[src/rtl/imm_decode_stage.sv]
// imm_decode_stage: decodes the immediate and branch/jump target for each incoming
// instruction, then buffers the result in a 2-entry FIFO so the downstream stage sees
// purely registered outputs.
//
// Ports:
//   clk, rst_n          clock, asynchronous active-low reset
//   flush               discard every buffered entry (has priority over push/pop)
//   in_valid/in_ready   upstream handshake; in_ready depends on registered state only
//   instr, pc, imm_src  raw instruction word, its address, immediate format select
//   out_valid/out_ready downstream handshake for the head entry
//   imm_ext, pc_target  head entry's extended immediate and pc + imm_ext
//   imm_err             head entry used the illegal format (imm_src = 3'b111)
//   err_count           saturating count of accepted illegal-format entries
module imm_decode_stage #(
  parameter int unsigned XLEN     = 32,
  parameter int unsigned ERRCNT_W = 8
) (
  input  logic                clk,
  input  logic                rst_n,
  input  logic                flush,
  input  logic                in_valid,
  output logic                in_ready,
  input  logic [31:0]         instr,
  input  logic [XLEN-1:0]     pc,
  input  logic [2:0]          imm_src,
  output logic                out_valid,
  input  logic                out_ready,
  output logic [XLEN-1:0]     imm_ext,
  output logic [XLEN-1:0]     pc_target,
  output logic                imm_err,
  output logic [ERRCNT_W-1:0] err_count
);

  // FIFO storage and control
  logic [XLEN-1:0] imm_mem_q [2];
  logic [XLEN-1:0] imm_mem_d [2];
  logic [XLEN-1:0] tgt_mem_q [2];
  logic [XLEN-1:0] tgt_mem_d [2];
  logic [1:0]      err_mem_q, err_mem_d;
  logic [1:0]      cnt_q, cnt_d;
  logic            rd_ptr_q, rd_ptr_d;
  logic            wr_ptr_q, wr_ptr_d;

  // Output registers: hold the current head, and keep their last value when empty
  logic [XLEN-1:0]     imm_out_q, imm_out_d;
  logic [XLEN-1:0]     tgt_out_q, tgt_out_d;
  logic                err_out_q, err_out_d;
  logic [ERRCNT_W-1:0] err_cnt_q, err_cnt_d;

  logic            push, pop;
  logic [31:0]     imm32;
  logic            sext, illegal;
  logic [XLEN-1:0] imm_new, tgt_new;

  assign in_ready  = (cnt_q < 2'd2);
  assign out_valid = (cnt_q != 2'd0);
  assign push      = in_valid & in_ready;
  assign pop       = out_valid & out_ready;

  // Immediate decode. Signed formats already carry instr[31] in imm32[31], so the
  // final widening to XLEN only has to replicate that bit.
  always_comb begin
    imm32   = '0;
    sext    = 1'b0;
    illegal = 1'b0;
    case (imm_src)
      3'b000: begin
        imm32 = {{20{instr[31]}}, instr[31:20]};
        sext  = 1'b1;
      end
      3'b001: begin
        imm32 = {{20{instr[31]}}, instr[31:25], instr[11:7]};
        sext  = 1'b1;
      end
      3'b010: begin
        imm32 = {{19{instr[31]}}, instr[31], instr[7], instr[30:25], instr[11:8], 1'b0};
        sext  = 1'b1;
      end
      3'b011: begin
        imm32 = {instr[31:12], 12'b0};
        sext  = 1'b1;
      end
      3'b100: begin
        imm32 = {{11{instr[31]}}, instr[31], instr[19:12], instr[20], instr[30:21], 1'b0};
        sext  = 1'b1;
      end
      3'b101: imm32 = {27'b0, instr[19:15]};
      3'b110: imm32 = (XLEN == 64) ? {26'b0, instr[25:20]} : {27'b0, instr[24:20]};
      default: illegal = 1'b1;
    endcase
    imm_new = sext ? XLEN'($signed(imm32)) : XLEN'(imm32);
    tgt_new = pc + imm_new;
  end

  // FIFO next state; flush wins over any concurrent push or pop
  always_comb begin
    imm_mem_d = imm_mem_q;
    tgt_mem_d = tgt_mem_q;
    err_mem_d = err_mem_q;
    cnt_d     = cnt_q;
    rd_ptr_d  = rd_ptr_q;
    wr_ptr_d  = wr_ptr_q;
    err_cnt_d = err_cnt_q;
    if (flush) begin
      cnt_d    = 2'd0;
      rd_ptr_d = 1'b0;
      wr_ptr_d = 1'b0;
    end else begin
      if (push) begin
        imm_mem_d[wr_ptr_q] = imm_new;
        tgt_mem_d[wr_ptr_q] = tgt_new;
        err_mem_d[wr_ptr_q] = illegal;
        wr_ptr_d            = ~wr_ptr_q;
        if (illegal && (err_cnt_q != '1)) begin
          err_cnt_d = err_cnt_q + 1'b1;
        end
      end
      if (pop) begin
        rd_ptr_d = ~rd_ptr_q;
      end
      cnt_d = cnt_q + {1'b0, push} - {1'b0, pop};
    end
  end

  // Load the output registers from the next-cycle head so the result is visible one
  // cycle after enqueue without any combinational path from the FIFO to the outputs.
  always_comb begin
    imm_out_d = imm_out_q;
    tgt_out_d = tgt_out_q;
    err_out_d = err_out_q;
    if (cnt_d != 2'd0) begin
      imm_out_d = imm_mem_d[rd_ptr_d];
      tgt_out_d = tgt_mem_d[rd_ptr_d];
      err_out_d = err_mem_d[rd_ptr_d];
    end
  end

  always_ff @(posedge clk or negedge rst_n) begin
    if (!rst_n) begin
      imm_mem_q[0] <= '0;
      imm_mem_q[1] <= '0;
      tgt_mem_q[0] <= '0;
      tgt_mem_q[1] <= '0;
      err_mem_q    <= '0;
      cnt_q        <= 2'd0;
      rd_ptr_q     <= 1'b0;
      wr_ptr_q     <= 1'b0;
      imm_out_q    <= '0;
      tgt_out_q    <= '0;
      err_out_q    <= 1'b0;
      err_cnt_q    <= '0;
    end else begin
      imm_mem_q <= imm_mem_d;
      tgt_mem_q <= tgt_mem_d;
      err_mem_q <= err_mem_d;
      cnt_q     <= cnt_d;
      rd_ptr_q  <= rd_ptr_d;
      wr_ptr_q  <= wr_ptr_d;
      imm_out_q <= imm_out_d;
      tgt_out_q <= tgt_out_d;
      err_out_q <= err_out_d;
      err_cnt_q <= err_cnt_d;
    end
  end

  assign imm_ext   = imm_out_q;
  assign pc_target = tgt_out_q;
  assign imm_err   = err_out_q;
  assign err_count = err_cnt_q;

endmodule

[config.mk]
export PLATFORM = sky130hd
export DESIGN_NAME = imm_decode_stage
export DESIGN_NICKNAME = d
export VERILOG_FILES = /design/src/rtl/imm_decode_stage.sv
export SDC_FILE = /design/constraint.sdc
export NUM_CORES = 1
export LEC_CHECK = 0
export ABC_AREA = 1
export BUFFER_PORTS_ARGS = -buffer_cell sky130_fd_sc_hd__buf_2
export CAP_MARGIN = 20
export CORE_MARGIN = 2
export CORE_UTILIZATION = 55
export CTS_BUF_LIST = sky130_fd_sc_hd__clkbuf_8
export DETAILED_ROUTE_END_ITERATION = 6
export GPL_TIMING_DRIVEN = 0
export MAX_ROUTING_LAYER = met4
export PLACE_DENSITY = 0.88
export SLEW_MARGIN = 20
export SYNTH_ARGS = -nofsm -noshare
export SYNTH_HDL_FRONTEND = slang
export SYNTH_SLANG_ARGS = --single-unit
export TNS_END_PERCENT = 30
[constraint.sdc]
create_clock -name clk -period 2.8 [get_ports clk]
set_clock_uncertainty 0.1 [all_clocks]
set_input_delay 0.28 -clock clk [delete_from_list [all_inputs] [get_ports clk]]
set_output_delay 0.28 -clock clk [all_outputs]
set_load 0.005 [all_outputs]
; ---- Word-level counts from Yosys, hierarchy flattened
; Cells that the tools add are included.
; W data, S select, Z words.
[word_totals]
regBits = 207
input_bits = 72
out_inout_bits = 75
word_cells = 74
[classes]
n_addsub = 4
n_lt_le_gt_ge = 7
n_eq_ne = 7
muxes = 28
bitwise_logic = 7
reduce_logical = 9
[op_table]
columns = operator, count
row1 = $mux W64, 4
row2 = $mux W32, 7
row3 = $pmux W32 S7, 1
row4 = $bwmux W64, 2
row5 = $add A32 B32 Y32, 1
row6 = $demux W32 S1, 1
row7 = $eq A3 B3 Y1 const B, 3
row8 = $add A8 B1 Y8 const B, 1
row9 = $mux W1, 8
row10 = $ne A8 B8 Y1 const B, 1
row11 = $reduce_or A7 Y1, 1
row12 = $eq A3 B2 Y1 const B, 2
row13 = $mux W2, 3
row14 = $reduce_bool A2 Y1, 3
row15 = $ge A2 B2 Y1 const B, 2
row16 = $lt A1 B2 Y1 const B, 2
row17 = $not A1 Y2, 2
row18 = $eq A3 B1 Y1 const B, 1
row19 = $logic_and A1 B1 Y1, 3
row20 = $logic_not A3 Y1, 1
row21 = $not A1 Y1, 3
row22 = $reduce_and A3 Y1, 1
row23 = $add A2 B1 Y2, 1
row24 = $and A1 B1 Y1, 2
row25 = other kinds (6), 6

; ---- Depth between registers and ports, before layout
; Gate-level depths: netlist of run 1.
[depth]
depth_word = 11
mapped_depth = 22

; ---- Least setup slack after synthesis of run 1
; OpenSTA, ideal clock, no wires.
[synth_path]
kind = input port to flip-flop
start = input imm_src[1]
end = register tgt_out_q[28] (netlist: pc_target[28])
t_arrival_ns = 2.386
required_ns = 2.583
path_slack_ns = 0.196
stages = 20
path_cell_list = inv_1 -> nand2_1 -> nor2_1 -> nand2_1 -> o211ai_1 -> ha_1 -> inv_1 -> fa_1 -> inv_1 -> nand3_1 -> nand3_1 -> nand2_1 -> nand3_1 -> nand2_1 -> nand3_1 -> nand3_1 -> nand2_1 -> nand2_1 -> nand3_1 -> nand2_1
[synth_between]
elab_chain_cells = 9
elab_cells_between_ends = 15
[synth_lines]
columns = element, line
row1 = start: declaration, 25  ; input logic [2:0] imm_src,
row2 = $eq A3 B3 Y1 (tied with other cells), 66  ; case (imm_src)
row3 = $pmux W32 S7 *, 66
row4 = $add A32 B32 Y32 *, 92  ; tgt_new = pc + imm_new;
row5 = $bwmux W64 *, 111  ; tgt_mem_d[wr_ptr_q] = tgt_new;
row6 = $mux W64 *, 109  ; if (push) begin
row7 = $mux W64 *, 104  ; if (flush) begin
row8 = $mux W32 (implied by the code) * (3 in a row), 133  ; tgt_out_d = tgt_mem_d[rd_ptr_d];
row9 = end signal: assignment, 160  ; tgt_out_q <= tgt_out_d;
row10 = end: declaration, 46  ; logic [XLEN-1:0] tgt_out_q, tgt_out_d;
; Mark *: on every way between the ends. The rest lies on a longest branch, timed or not. The select of a mux whose other input is x is not followed.
; A chain may end at the register's enable or synchronous reset.

; ---- Worst setup path in the final report of run 1
[layout_path]
start = register cnt_q[1]
end = register imm_out_q[19] (netlist: imm_ext[19])
[layout_between]
elab_cells_between_ends = 16
[layout_lines]
columns = element, line
row1 = start: declaration, 40  ; logic [1:0] cnt_q, cnt_d;
row2 = start signal: assignment, 156  ; cnt_q <= cnt_d;
row3 = $lt A2 B2 Y1, 55  ; assign in_ready = (cnt_q < 2'd2);
row4 = $and A1 B1 Y1, 57  ; assign push = in_valid & in_ready;
row5 = $add A2 B1 Y2, 121  ; cnt_d = cnt_q + {1'b0, push} - {1'b0, pop};
row6 = $sub A2 B1 Y2 *, 121
row7 = $mux W2 *, 104
row8 = named net cnt_d[1], 40
row9 = $reduce_bool A2 Y1 *, 131  ; if (cnt_d != 2'd0) begin
row10 = end signal: assignment, 159  ; imm_out_q <= imm_out_d;
row11 = end: declaration, 45  ; logic [XLEN-1:0] imm_out_q, imm_out_d;
; Mark *: on every way through the listed nets, which the timed path passes. The rest lies on a longest branch. The select of a mux whose other input is x is not followed.

==> results of run 1 <==
==> what timing repair did <==
item | 4_1_cts | 5_1_grt
hold buffers | 3 | 0
endpoints found under the hold margin | 52 | 0
setup buffers | 2 | 3
pin swaps | 2 | 5
gates resized for setup | 7 | 59
endpoints found under the setup margin | 23 | 67
==> worst max-delay path by stage <==
stage / to / slack (ns) / depth (start not counted) / startpoint
floorplan: pc_target[28] / 0.20 / 20 / imm_src[1]
global placement: pc_target[21] / -2.06 / 1 / rst_n
detailed placement: pc_target[22] / -0.74 / 21 / imm_src[1]
CTS: pc_target[22] / 0.01 / 21 / imm_src[1]
global route: imm_ext[2] / -0.15 / 16 / cnt_q[1]
finish: imm_ext[19] / 0.007 / 16 / cnt_q[1]
==> worst max-delay path, cell delays in order, from the launching register on <==
cell and delay [ns]:
dfrtp_1 0.40, or2_1 0.24, nand2_1 0.07, inv_2 0.05, ha_1 0.27, inv_1 0.04, ha_1 0.16, inv_1 0.07
nand2_1 0.06, nand2_1 0.08, nor2_2 0.04, inv_1 0.06, nand2_2 0.12, inv_2 0.23, buf_1 0.46, nand2_1 0.13
o21ai_1 0.12
==> state kept, by name (all words and copies together) (netlist names) <==
register	count
imm_mem_q	64
tgt_mem_q	64
imm_ext	32
pc_target	32
err_count	8
cnt_q	2
err_mem_q	2
imm_err	1
rd_ptr_q	1
wr_ptr_q	1
==> kinds of logic (layout without fill, tap and decap cells) <==
logic type	Yosys count	count (layout)	share of synthesized area [%]
AOI/OAI and AO/OA	193	193	8.97
xor gates and xnor gates	19	19	1.44
adders and majority gates	35	35	3.86
buffers and inverters	278	487	9.61
DFF	207	207	44.9
muxes	5	5	0.444
and+or+nand+nor	861	861	30.8
==> cells in the mapped netlist (2+ instances only) <==
master,n,area share [%]
o211ai_1,7,0.46
nand2_2,5,0.27
ha_1,34,3.7
nand3b_1,3,0.20
inv_2,14,0.46
clkbuf_1,15,0.49
nor2_2,4,0.22
nand4_1,7,0.38
or2_2,28,1.5
o21ai_0,51,2.2
o21ai_1,77,3.3
nand3_1,106,4.6
and2_1,4,0.22
nor2_4,2,0.20
buf_4,7,0.46
nand2_4,2,0.20
nor2_1,112,3.6
a21oi_1,34,1.5
nand2_1,577,19
mux2i_1,4,0.35
nor3_1,8,0.35
xnor2_1,6,0.46
a31oi_1,18,0.98
xor2_1,13,0.99
dfrtp_1,207,45
inv_1,210,6.8
buf_2,30,1.3
==> per-stage QoR <==
step / std cells / TNS [ns] / hold WS [ns] / setup slack [ns] / cell area (um2)
after floorplan: 1598 / 0 / -0.116 / 0.196 / 11500
after global placement: 2012 / -449.54 / 0.354 / -2.06 / 12600
after detailed placement: 2014 / -34.38 / 0.110 / -0.745 / 12700
after CTS: 2079 / 0 / 0.00403 / 0.0143 / 13400
after global routing: 2082 / -3.50 / 0.0614 / -0.153 / 13700
final: 2082 / 0 / 0.0565 / 0.00657 / 13700
==> power breakdown <==
group / switching [W] / leakage [nW] / internal, W
logic: 0.00370 / 4.68 / 0.00202
clock network: 0.00128 / 0.391 / 0.00145
registers: 0.000569 / 2.54 / 0.00440
==> routing by layer <==
metal  vias up  GRT usage [%]  wire (um)
li1       5348              -          -
met1      5290           46.5      15700
met2       625           53.3      17100
met3        90           5.84       3420
met4         0           14.0       1440
met5         -              -          0
==> cell type report <==
type                    instances  share of cell area, %
inverters                     225                   6.25
well taps                     275                   2.52
multi-input cells            1113                   40.2
clock buffers                  45                   4.53
plain buffers                  53                   1.95
flip-flops and latches        207                   37.9
repair buffers                149                   6.06
clock inverters                15                  0.577
==> qor.yml, run 1 <==
ys.flop_type: "dfrtp_1"
grtUsageTotal_pct: 34.8
hold_depth: 3
hold_end: "imm_mem_q[20]"
initial_core_util_pct: 55.5
fp.dieH_um: 149
num_vias: 11400
vdd_drop_max_mv: 0.581
r2r_cells: 16
synth_area_mm2: 0.0115
crit_required_ns: 3.15
status: "completed"
worstHoldPathType: "in -> reg"
crit_type: "reg -> reg"
reg2reg_slack_ns: 0.007
drc: 0
clock-root-buffer: "clkbuf_8"
hold_viol: 0
finalCriticalPeriod_ns: 2.79
fmax_mhz: 358
clk_pin_slew_ns: 0.06
crit_path_start_kind: "flop"
fin_crit_sh_pct: 99.8
end_kind: "flop"
critPathArrivalTime_ns: 3.15
cp_max_fo: 10
core-area_mm2: 0.0208
relSlewSlack_pct: 53.1
report.final.slew_viol_count: 0
wirelength_um: 37700
synth_edf_count: 0
grt_max_degree: 99
wl_per_cell_um: 18.1
antenna_found_initial: 0
min_from: "instr[31]"
postRouteAntennaNets: 0
dr.pass1.iters: 6
die_area_mm2: 0.0222
diodes: 0
nets: 1892
clock_path_buffers: 3
numPortBuffers: 139
ys_async_sr_fraction_pct: 100
cts_sinks: 207
cap_violations: 0
rows: 53
grt_pass1_wl_um: 57300
synth.distinct_cells: 40
numCtsBuffers: 36
htree_levels: 2
viasPerCell: 5.45
fillers: 1834
clkLatencyLatePin_ns: 0.54
multi_input_area_mm2: 0.00549
die_w_um: 149
yosysWarningCount: 0
grt_pass1_vias: 10700
worst_slew_pin_slew_ns: 0.698
layout_common_cells: "nand2_1, inv_1, dfrtp_1"
final_common_cell: "nand2_1"
syn_nets: 1705
netlist_instances: 1598
drive_gt1_share_pct: 18.9
cts_tree: "yes"
gp_congestion: 0.997
rsz0062_at_grt: "yes"
worstReg2RegEnd: "imm_ext[19]"
final_core_util_pct: 65.6
boundaryPins: 147
r2r-start: "cnt_q[1]"
grt_overflow: 0
finalPower_w: 0.0134
seq_area_mm2: 0.00518
syn2layout_area_growth_pct: 18.3
setup_viol: 0
synth.yosys.seq_area_share_pct: 44.9
hpwl_um: 28800
power.leakage_nw: 7.61
synth.avg_cell_area_um2: 7.23
drt_iter0_drc: 1174
p_per_area_mw_per_mm2: 983
synth_seq_cells: 207
Note: power is estimated with default switching activity, not from simulation.
==> run 2: changes to the inputs <==
Settings changed: ABC_AREA 1 to unset, PLACE_DENSITY 0.88 to 0.89.
==> qor.yml, run 2 <==
dr.pass1.iters: 7
yosysTopAreaCell: "dfrtp_1"
dpl_cell_area_mm2: 0.0117
clk_pin_slew_ns: 0.06
cap_violations: 0
clkLatencyLatePin_ns: 0.53
nets: 1479
min_from: "pc[0]"
violations: "setup timing"
path_cells: "buf_8 -> buf_8 -> xnor2_4 -> nor2_4 -> a222oi_1 -> buf_4 -> inv_4 -> ha_4 -> a21o_4 -> a21oi_4 -> buf_6 -> a31oi_4 -> o21ai_2 -> o211ai_1 -> a21oi_1 -> xor2_1 -> nor2_1 -> o22a_1"
rsz0062_at_grt: "yes"
yosysWarningCount: 0
synth_xor_area_share_pct: 3.48
grt_overflow: 0
synthAdderAreaFrac_pct: 4.23
critPathArrivalTime_ns: 3.50
finalCriticalPeriod_ns: 3.19
final_area_mm2: 0.0138
crit_slowest_cell: "a222oi_1"
worst_slew_pin_slew_ns: 1.03
numPortBuffers: 137
hold_end: "tgt_mem_q[32]"
grt_pass1_wl_um: 50800
clock-root-buffer: "clkbuf_8"
rows: 50
synth_edf_count: 0
hold_viol: 0
synth.distinct_cells: 57
pre_cts_slack_ns: -1.69
syn_nets: 1258
ys.flop_type: "dfrtp_1"
final_common_cell: "dfrtp_1"
crit_path_start_kind: "primary input"
dp.cells: 1524
worstHoldPathType: "in -> reg"
hpwl_um: 22600
synth_compound_area_share_pct: 19.5
drc: 0
htree_levels: 2
synth.avg_cell_area_um2: 9.15
netlist_instances: 1151
end_kind: "flop"
antenna_found_initial: 0
layout_common_cells: "dfrtp_1, nand2_1, buf_2"
synth.area.mux_share_pct: 5.94
grt_pass1_vias: 9770
status: "complete, but fails checks"
wl_per_cell_um: 21.3
worst_slack_ns: -0.392
synth.yosys.seq_area_share_pct: 49.2
ys_async_sr_fraction_pct: 100
worstReg2RegEnd: "tgt_mem_q[55]"
numCtsBuffers: 34
r2r_cells: 9
cts_tree: "yes"
cts_sinks: 207
setup_viol: 54
synthSimpleGateAreaFrac_pct: 13.3
power.leakage_nw: 6.56
critPathMostFrequentCell: "buf_8"
num_vias: 10100
drt_iter0_drc: 1088
fmax_mhz: 313
yosysMostFrequentCell: "nand2_1"
viasPerCell: 6.22
synth_seq_cells: 207
crit_required_ns: 3.11
p_per_area_mw_per_mm2: 954
grtUsageTotal_pct: 33.1
reg2reg_slack_ns: -0.05
final_core_util_pct: 73.4
cp_max_fo: 6
syn2layout_area_growth_pct: 30.8
biggestRegsByFlops: "imm_mem_q (64), tgt_mem_q (64)"
relSlewSlack_pct: 31.2
fin_crit_sh_pct: 114
synth_area_mm2: 0.0105
gp_congestion: 0.991
boundaryPins: 147
fp.dieH_um: 142
die_area_mm2: 0.0203
drive_gt1_share_pct: 31.4
whs_ns: 0.0663
synth_top_area_share_pct: 49.2
vdd_drop_max_mv: 0.534
postRouteAntennaNets: 0
r2r-start: "cnt_q[1]"
critPathMaxStageDelay_ns: 0.34
netlist_top_cells_count: "nand2_1, dfrtp_1, o21ai_0, a21oi_1, nor2_1"
layout.cells.non_filler: 1628
die_w_um: 142
synth_top_family_by_area: "compound AO/OA/AOI/OAI gates"
initial_core_util_pct: 56.1
grt_max_degree: 88
report.final.slew_viol_count: 0
synth.area.top_cells: "dfrtp_1, o21ai_0, nand2_1"
crit_type: "in -> reg"
core-area_mm2: 0.0188
hold_depth: 4
clock_path_buffers: 3
wirelength_um: 34700
run 2: through the flow:
stage | setup TNS (ns) | total power (W)
2_1_floorplan | -15.47 | 0.00763
3_3_place_gp | -519.43 | 0.00905
3_5_place_dp | -116.03 | 0.00933
4_1_cts | -5.06 | 0.0125
5_1_grt | -15.27 | 0.0138
6_report | -10.79 | 0.0131
run 2: report_power, final:
group / internal (W) / total [W] / switching, W
Combinational: 0.00219 / 0.00554 / 0.00334
Sequential: 0.00430 / 0.00484 / 0.000542
Clock: 0.00155 / 0.00275 / 0.00120
Total: 0.00804 / 0.0131 / 0.00509
run 2: critical path: cells and delay by family:
family                   cells  cell delay, ns
AO/OA/AOI/OAI                8            1.76
XOR/XNOR                     2            0.43
adder cells (fa/ha/maj)      1            0.22
buffers and inverters        5            0.65
AND/OR/NAND/NOR              2            0.15
run 2: cell families after synthesis:
group,Yosys count
xor gates and xnor gates,41
muxes,62
buffers and inverters,119
adders and majority gates,35
AOI/OAI and AO/OA,351
and+or+nand+nor,336
DFF,207
run 2: layout make-up:
class	instances	area (um2)
Antenna cell	1	2.50
Fill cell	1206	5000
Sequential cell	207	5180
Inverter	44	168
Clock inverter	11	73.8
Clock buffer	46	633
Buffer	66	412
Timing Repair Buffer	194	1220
Tap cell	234	293
Multi-Input combinational cell	825	5780
run 2: worst max-delay path by stage:
stage,end,startpoint,slack [ns],cells after the start
floorplan,pc_target[25],imm_src[0],-0.59,15
global placement,imm_ext[16],rst_n,-2.00,1
detailed placement,pc_target[20],imm_src[0],-1.69,16
CTS,pc_target[31],imm_src[0],-0.31,17
global route,pc_target[13],imm_src[0],-0.50,18
finish,pc_target[26],imm_src[0],-0.39,18
run 2: layer usage:
| layer | wire length [um] | track usage, % |
|---|---|---|
| met1 | 13300 | 42.8 |
| met2 | 16300 | 52.1 |
| met3 | 3240 | 6.33 |
| met4 | 1830 | 13.1 |
| met5 | 0 | - |
run 2: what timing repair did:
item,CTS,global route
setup buffers,35,18
pin swaps,50,56
gates resized for setup,134,150
setup endpoints to repair,117,101
endpoints found under the hold margin,113,0
cloned,1,0
hold buffers,2,0
